`src/rtl/jpeg_rle_pkg.sv`:
```
// Shared types and constants for the JPEG run-length/category encoder.
// Symbol bundle, ZRL/EOB encodings and the encoder state enum.
package jpeg_rle_pkg;

  localparam int COEF_W = 12;

  localparam logic [3:0] ZRL_RUN  = 4'd15;
  localparam logic [3:0] ZRL_SIZE = 4'd0;
  localparam logic [3:0] EOB_RUN  = 4'd0;
  localparam logic [3:0] EOB_SIZE = 4'd0;

  typedef struct packed {
    logic            dc;
    logic [3:0]      run;
    logic [3:0]      size;
    logic [COEF_W:0] amp;
    logic            last;
  } rle_sym_t;

  typedef enum logic {
    ACCEPT = 1'b0,
    ZRL    = 1'b1
  } state_t;

endpackage

```
`src/rtl/jpeg_mag_category.sv`:
```
// Magnitude category and JPEG amplitude bits of a signed value.
// Negative values use the ones'-complement form (v-1) truncated to size bits.
module jpeg_mag_category #(
  parameter int W = 12
) (
  input  logic [W:0] val,
  output logic [3:0] size,
  output logic [W:0] amp
);

  localparam logic [W:0] ONE = {{W{1'b0}}, 1'b1};

  logic [W:0] mag;
  logic [W:0] mask;
  logic [W:0] raw;

  always_comb begin
    mag  = val[W] ? (~val + ONE) : val;
    size = 4'd0;
    for (int i = 0; i <= W; i++) begin
      if (mag[i]) size = 4'(i + 1);
    end
    mask = (ONE << size) - ONE;
    raw  = val[W] ? (val - ONE) : val;
    amp  = raw & mask;
  end

endmodule

```
`src/rtl/jpeg_rle_encoder.sv`:
```
// Run-length/category encoder: zig-zag coefficients in, JPEG
// DC/AC/ZRL/EOB symbols out through a one-deep output register.
module jpeg_rle_encoder
  import jpeg_rle_pkg::*;
#(
  parameter int COEF_W = jpeg_rle_pkg::COEF_W
) (
  input  logic              clk,
  input  logic              rst,
  input  logic              dc_clear,
  input  logic              in_valid,
  output logic              in_ready,
  input  logic [COEF_W-1:0] in_coef,
  output logic              out_valid,
  input  logic              out_ready,
  output logic              out_dc,
  output logic [3:0]        out_run,
  output logic [3:0]        out_size,
  output logic [COEF_W:0]   out_amp,
  output logic              out_last
);

  state_t            state, state_n;
  logic [5:0]        idx, run;
  logic [COEF_W-1:0] pred, hold, pred_eff;
  logic              hold_last;
  logic              slot_free, acc, zrl_go;
  logic              is_dc, is_last, nz, long_run;
  logic [COEF_W:0]   diff, cat_in, cat_amp;
  logic [3:0]        cat_size;
  logic              emit;
  rle_sym_t          sym_q, sym_n;

  assign slot_free = !out_valid || out_ready;
  assign in_ready  = (state == ACCEPT) && slot_free;
  assign acc       = in_valid && in_ready;
  assign zrl_go    = (state == ZRL) && slot_free;
  assign is_dc     = idx == 6'd0;
  assign is_last   = idx == 6'd63;
  assign nz        = |in_coef;
  assign long_run  = |run[5:4];

  // A coincident dc_clear makes this block's DC predict from zero.
  assign pred_eff = dc_clear ? '0 : pred;
  assign diff = {in_coef[COEF_W-1], in_coef}
              - {pred_eff[COEF_W-1], pred_eff};

  always_comb begin
    if (state == ZRL) cat_in = {hold[COEF_W-1], hold};
    else if (is_dc)   cat_in = diff;
    else              cat_in = {in_coef[COEF_W-1], in_coef};
  end

  jpeg_mag_category #(.W(COEF_W)) u_cat (
    .val  (cat_in),
    .size (cat_size),
    .amp  (cat_amp)
  );

  always_ff @(posedge clk or posedge rst) begin
    if (rst) state <= ACCEPT;
    else     state <= state_n;
  end

  always_comb begin
    state_n = state;
    unique case (state)
      ACCEPT: if (acc && !is_dc && nz && long_run) state_n = ZRL;
      ZRL:    if (slot_free && !long_run) state_n = ACCEPT;
      default: state_n = ACCEPT;
    endcase
  end

  always_comb begin
    emit  = 1'b0;
    sym_n = '0;
    unique case (1'b1)
      acc: begin
        emit = is_dc || nz || is_last;
        if (is_dc) begin
          sym_n.dc   = 1'b1;
          sym_n.size = cat_size;
          sym_n.amp  = cat_amp;
        end else if (nz && long_run) begin
          sym_n.run  = ZRL_RUN;
          sym_n.size = ZRL_SIZE;
        end else if (nz) begin
          sym_n.run  = run[3:0];
          sym_n.size = cat_size;
          sym_n.amp  = cat_amp;
          sym_n.last = is_last;
        end else begin
          sym_n.run  = EOB_RUN;
          sym_n.size = EOB_SIZE;
          sym_n.last = 1'b1;
        end
      end
      zrl_go: begin
        emit = 1'b1;
        if (long_run) begin
          sym_n.run  = ZRL_RUN;
          sym_n.size = ZRL_SIZE;
        end else begin
          sym_n.run  = run[3:0];
          sym_n.size = cat_size;
          sym_n.amp  = cat_amp;
          sym_n.last = hold_last;
        end
      end
      default: ;
    endcase
  end

  always_ff @(posedge clk or posedge rst) begin
    if (rst) begin
      idx       <= '0;
      run       <= '0;
      pred      <= '0;
      hold      <= '0;
      hold_last <= 1'b0;
    end else begin
      if (dc_clear) pred <= '0;
      if (acc) begin
        idx <= idx + 6'd1;
        if (is_dc) begin
          pred <= in_coef;
          run  <= '0;
        end else if (nz && long_run) begin
          hold      <= in_coef;
          hold_last <= is_last;
          run       <= run - 6'd16;
        end else if (nz || is_last) begin
          run <= '0;
        end else begin
          run <= run + 6'd1;
        end
      end
      if (zrl_go) run <= long_run ? run - 6'd16 : 6'd0;
    end
  end

  always_ff @(posedge clk or posedge rst) begin
    if (rst) begin
      out_valid <= 1'b0;
      sym_q     <= '0;
    end else if (emit) begin
      out_valid <= 1'b1;
      sym_q     <= sym_n;
    end else if (out_ready) begin
      out_valid <= 1'b0;
    end
  end

  assign out_dc   = sym_q.dc;
  assign out_run  = sym_q.run;
  assign out_size = sym_q.size;
  assign out_amp  = sym_q.amp;
  assign out_last = sym_q.last;

endmodule
```
`config.mk`:
```
export PLATFORM = sky130hd
export DESIGN_NAME = jpeg_rle_encoder
export DESIGN_NICKNAME = d
export VERILOG_FILES = /design/src/rtl/jpeg_rle_pkg.sv /design/src/rtl/jpeg_mag_category.sv /design/src/rtl/jpeg_rle_encoder.sv
export SDC_FILE = /design/constraint.sdc
export NUM_CORES = 1
export LEC_CHECK = 0
export ABC_AREA = 0
export CORE_ASPECT_RATIO = 0.7
export CORE_MARGIN = 8
export CORE_UTILIZATION = 48
export DETAILED_ROUTE_END_ITERATION = 8
export GPL_TIMING_DRIVEN = 0
export PLACE_DENSITY = 0.69
export REMOVE_ABC_BUFFERS = 1
export SYNTH_ARGS = -nofsm -noshare
export SYNTH_HDL_FRONTEND = slang
export SYNTH_SLANG_ARGS = --single-unit
```
`constraint.sdc`:
```
create_clock -name clk -period 12.3 [get_ports clk]
set_input_delay 3.69 -clock clk [delete_from_list [all_inputs] [get_ports clk]]
set_output_delay 3.69 -clock clk [all_outputs]
set_load 0.02 [all_outputs]
```
==> results.tsv <==
stage	metric	value	unit
critical_path	RR Startpoint	pred[0]$_DFF_PP0_	
synthesis	ys flop type	dfrtp_1	
route	Pre-antenna DRT Iters	5	
sta	final worst slack	3.05	ns
clocking	root buf cell	clkbuf_16	
synthesis	Synth Area in Compound Gates	25.0	%
synthesis	post-synthesis cell count	532	
clocking	Setup Fix Bufs, Post-CTS	0	
critical_path	Setup crit start	dc_clear	
floorplanning	die area	12900	µm²
route	DRC Markers	0	
route	Vias	4230	
global_routing	vias in the first global route	4089	
synthesis	Cell Area, Synth	4570	µm²
power_and_ir_drop	cell-internal power	738	µW
clocking	CTS Hold Buffers Added	0	
global_routing	GR Layer Usage met2	28.3	%
global_routing	met1 Use GR	27.0	%
critical_path	FF-to-FF End	out_amp[10]$_DFFE_PP0P_	
sta	maximum operating frequency	108	MHz
floorplanning	die span in x	133	µm
power_and_ir_drop	Sw Share	45.7	%
layout	most frequent cells in the layout	nand2_1 (70), dfrtp_1 (62), o21ai_0 (57)	
floorplanning	core area	9140	µm²
sta	Slew HR	30.2	%
global_routing	GRT Max-Usage Layer	met2	
critical_path	Cell Chain, Critical Path	clkdlybuf4s50_1 > nor2b_1 > ha_1 > inv_1 > fa_1 > a211oi_2 > nor2_1 > a211oi_1 > o31a_1 > nand3_1 > or3_1 > o31ai_1 > mux2i_1 > or4_4 > or3_1 > ha_1 > or3b_2 > o22ai_1 > a32o_1	
clocking	CTS Buf Count	9	
global_routing	initial antenna violation count	0	
clocking	CTS tree	yes	
sta	Tcrit/Tclk final	75.2	%
synthesis	XOR/XNOR Fraction of Synth Area	4.41	%
layout	share of layout cells above drive strength 1	10.5	%
synthesis	Ys Warns	0	
floorplanning	row cnt	29	
floorplanning	# IOs	42	
floorplanning	Die Height	97.6	µm
global_routing	met3 Use GR	5.48	%
critical_path	CP Launch Type	primary input	
synthesis	post-synthesis mux area share	3.84	%
route	routed length per instance	17.7	µm
sta	final setup vio count	0	
synthesis	Syn Area/Cell	8.58	µm²
power_and_ir_drop	combinational power share	57.5	%
layout	most common cell after layout, fill and taps aside	nand2_1	
power_and_ir_drop	Clk pwr share	18.6	%
global_routing	largest net degree at the start of global routing	35	
critical_path	CP endpoint	out_amp[10]$_DFFE_PP0P_	
min_path	HP Class	reg -> reg	
route	via/cell ratio	6.10	
synthesis	adder-cell share of the synthesized area	5.92	%
critical_path	R2R Setup Slk	6.82	ns
synthesis	asr flop ratio synth	100	%
floorplanning	Starting Density	49.9	%
sta	unrepaired setup endpoints after global routing	false	
critical_path	slowest cell delay on critical path	0.63	ns
synthesis	number of synthesized flops with an enable pin	0	
placement	Placer Congestion	0.907	
sta	Setup Skew	0.00539	ns
power_and_ir_drop	worst vdd ir	0.114	mV
synthesis	share of the yosys chip area belonging to registers	34.0	%
layout	Cell Count, Final, Fillers Out	694	
clocking	clock transition at the registers of the reported paths	0.05	ns
sta	final worst path period need	9.25	ns
job	max cap viols	0	
power_and_ir_drop	Power, Total	1.36	mW
clocking	CTS resizes	0	
clocking	CTS Sinks	62	
layout	# diodes	0	
global_routing	first-pass GRT wire length	20.9	mm
placement	DP HPWL	8.91	mm
synthesis	Netlist cell types	82	
layout	nets	603	
sta	Worst-Margin Slew	1.05	ns
critical_path	family with the most delay on the worst path	simple AND/OR/NAND/NOR gates	
global_routing	Total GRT Usage	19.6	%
power_and_ir_drop	sequential share of power	23.9	%
run_status	status	complete, no violations	
critical_path	Buf/Inv on CP	2	
critical_path	logic depth of the worst path, buffers included	19	
synthesis	simple-gate share of the synthesized area	23.5	%
clocking	Worst-Skew Late Latency	0.34	ns
clocking	htree depth	3	
critical_path	Setup crit end kind	register	
power_and_ir_drop	Lkg Pwr	2.15	nW
sta	Final Slew Violations	0	
critical_path	Max stage delay cell, worst path	clkdlybuf4s50_1	
clocking	Max Root-Sink Buffers	2	
layout	Syn-to-layout area delta	17.9	%
sta	Setup TNS	0	ns
placement	Post-Place Setup Slack	2.77	ns
synthesis	register bit total from synthesis	62	
critical_path	reg2reg path depth	18	
placement	number of port buffers	41	
critical_path	CP Class	in -> reg	
sta	Final Hold Violating Endpoints	0	
power_and_ir_drop	PD cells	252	nW/µm²
critical_path	Crit Path Max Fanout	12	
route	final wirelength	12.3	mm
route	initial DRC count	386	
power_and_ir_drop	NetSw	621	µW
critical_path	critical path required time	12.57	ns
critical_path	WP data arrival	9.52	ns
global_routing	gr ovfl total	0	
placement	placed cells	677	
layout	# fillers	831	
synthesis	largest family of logic cells by synthesized area	compound AO/OA/AOI/OAI gates	
route	Final ANT Viol Nets	0	
## layer usage
layer	vias up	wire length, µm	share of wire, %
li1	2030	-	-
met1	2005	6010	49
met2	176	5220	42
met3	19	834	6.8
met4	0	237	1.9
met5	-	0	0
## synth_stat cells (4+ instances only)
library cell / n / area share [%]
xnor2_1: 18 / 3.5
dfrtp_1: 62 / 34
o22ai_1: 5 / 0.68
nor3b_1: 7 / 1.2
a21oi_1: 23 / 2.5
nand3_1: 12 / 1.3
and2_1: 6 / 0.82
nor3_1: 6 / 0.66
mux2_2: 12 / 3.0
ha_1: 20 / 5.5
mux2i_1: 4 / 0.88
o211ai_1: 4 / 0.66
inv_1: 14 / 1.2
a32o_1: 6 / 1.3
nor4_1: 6 / 0.82
xor2_1: 5 / 0.96
a22oi_1: 4 / 0.66
a31oi_1: 7 / 0.96
clkbuf_1: 16 / 1.3
o31ai_1: 8 / 1.3
or3_1: 5 / 0.68
nand2b_1: 24 / 3.3
and3_1: 7 / 0.96
nand2_1: 70 / 5.8
nor2_1: 31 / 2.5
or2_2: 7 / 0.96
a21o_1: 6 / 0.99
o21ai_0: 57 / 6.2
## metrics by stage
step           hold slack, ns  instance area [µm²]  util (%)
2_1_floorplan           0.450                 4470         -
3_3_place_gp            0.456                 5030      55.0
3_5_place_dp            0.465                 5090      55.6
4_1_cts                 0.476                 5380      58.8
5_1_grt                 0.489                 5390      58.9
6_report                0.471                 5390      58.9
## flip-flops by register name (all words and copies together), names as in the netlist
register and flops:
hold 12, hold_last 1, idx 6, out_amp 13
out_dc 1, out_last 1, out_run 4, out_size 4
out_valid 1, pred 12, run 6, state 1
## worst min path at each step
| stage | from | to | slack [ns] | depth (start not counted) |
|---|---|---|---|---|
| 2_1_floorplan | hold_last$_DFFE_PP0P_ | hold_last$_DFFE_PP0P_ | 0.45 | 2 |
| 3_3_place_gp | out_size[2]$_DFFE_PP0P_ | out_size[2]$_DFFE_PP0P_ | 0.46 | 2 |
| 3_5_place_dp | out_size[2]$_DFFE_PP0P_ | out_size[2]$_DFFE_PP0P_ | 0.46 | 2 |
| 4_1_cts | out_size[2]$_DFFE_PP0P_ | out_size[2]$_DFFE_PP0P_ | 0.48 | 2 |
| 5_1_grt | out_size[2]$_DFFE_PP0P_ | out_size[2]$_DFFE_PP0P_ | 0.49 | 2 |
| 6_report | out_size[2]$_DFFE_PP0P_ | out_size[2]$_DFFE_PP0P_ | 0.47 | 2 |
## cell families after synthesis
logic type,after synthesis
AO/OA/AOI/OAI,169
XOR/XNOR,23
adder cells (fa/ha/maj),21
buffers and inverters,37
flip-flops,62
multiplexers,16
AND/OR/NAND/NOR,204
## power by group through the flow
| stage | sequential (mW) | combinational [mW] | clock [mW] |
|---|---|---|---|
| 2_1_floorplan | 0.349 | 0.515 | 0 |
| 3_3_place_gp | 0.324 | 0.738 | 0 |
| 3_5_place_dp | 0.328 | 0.763 | 0 |
| 4_1_cts | 0.325 | 0.770 | 0.256 |
| 5_1_grt | 0.335 | 0.858 | 0.263 |
| 6_report | 0.325 | 0.781 | 0.252 |
## layout make-up
type,instances,area [µm²],area share (%)
timing repair buffer,45,468,8.69
tap,124,155,2.88
sequential,62,1550,28.8
clock buffer,10,229,4.25
inverter,14,52.6,0.976
multi-input combinational,433,2870,53.2
clock inverter,6,62.6,1.16
## worst min-delay path, stage by stage (launching register included)
cell     delay [ns]
dfrtp_1        0.34
nand2_1        0.06
nand2_1        0.05
Power figures use the tool's default switching activity.
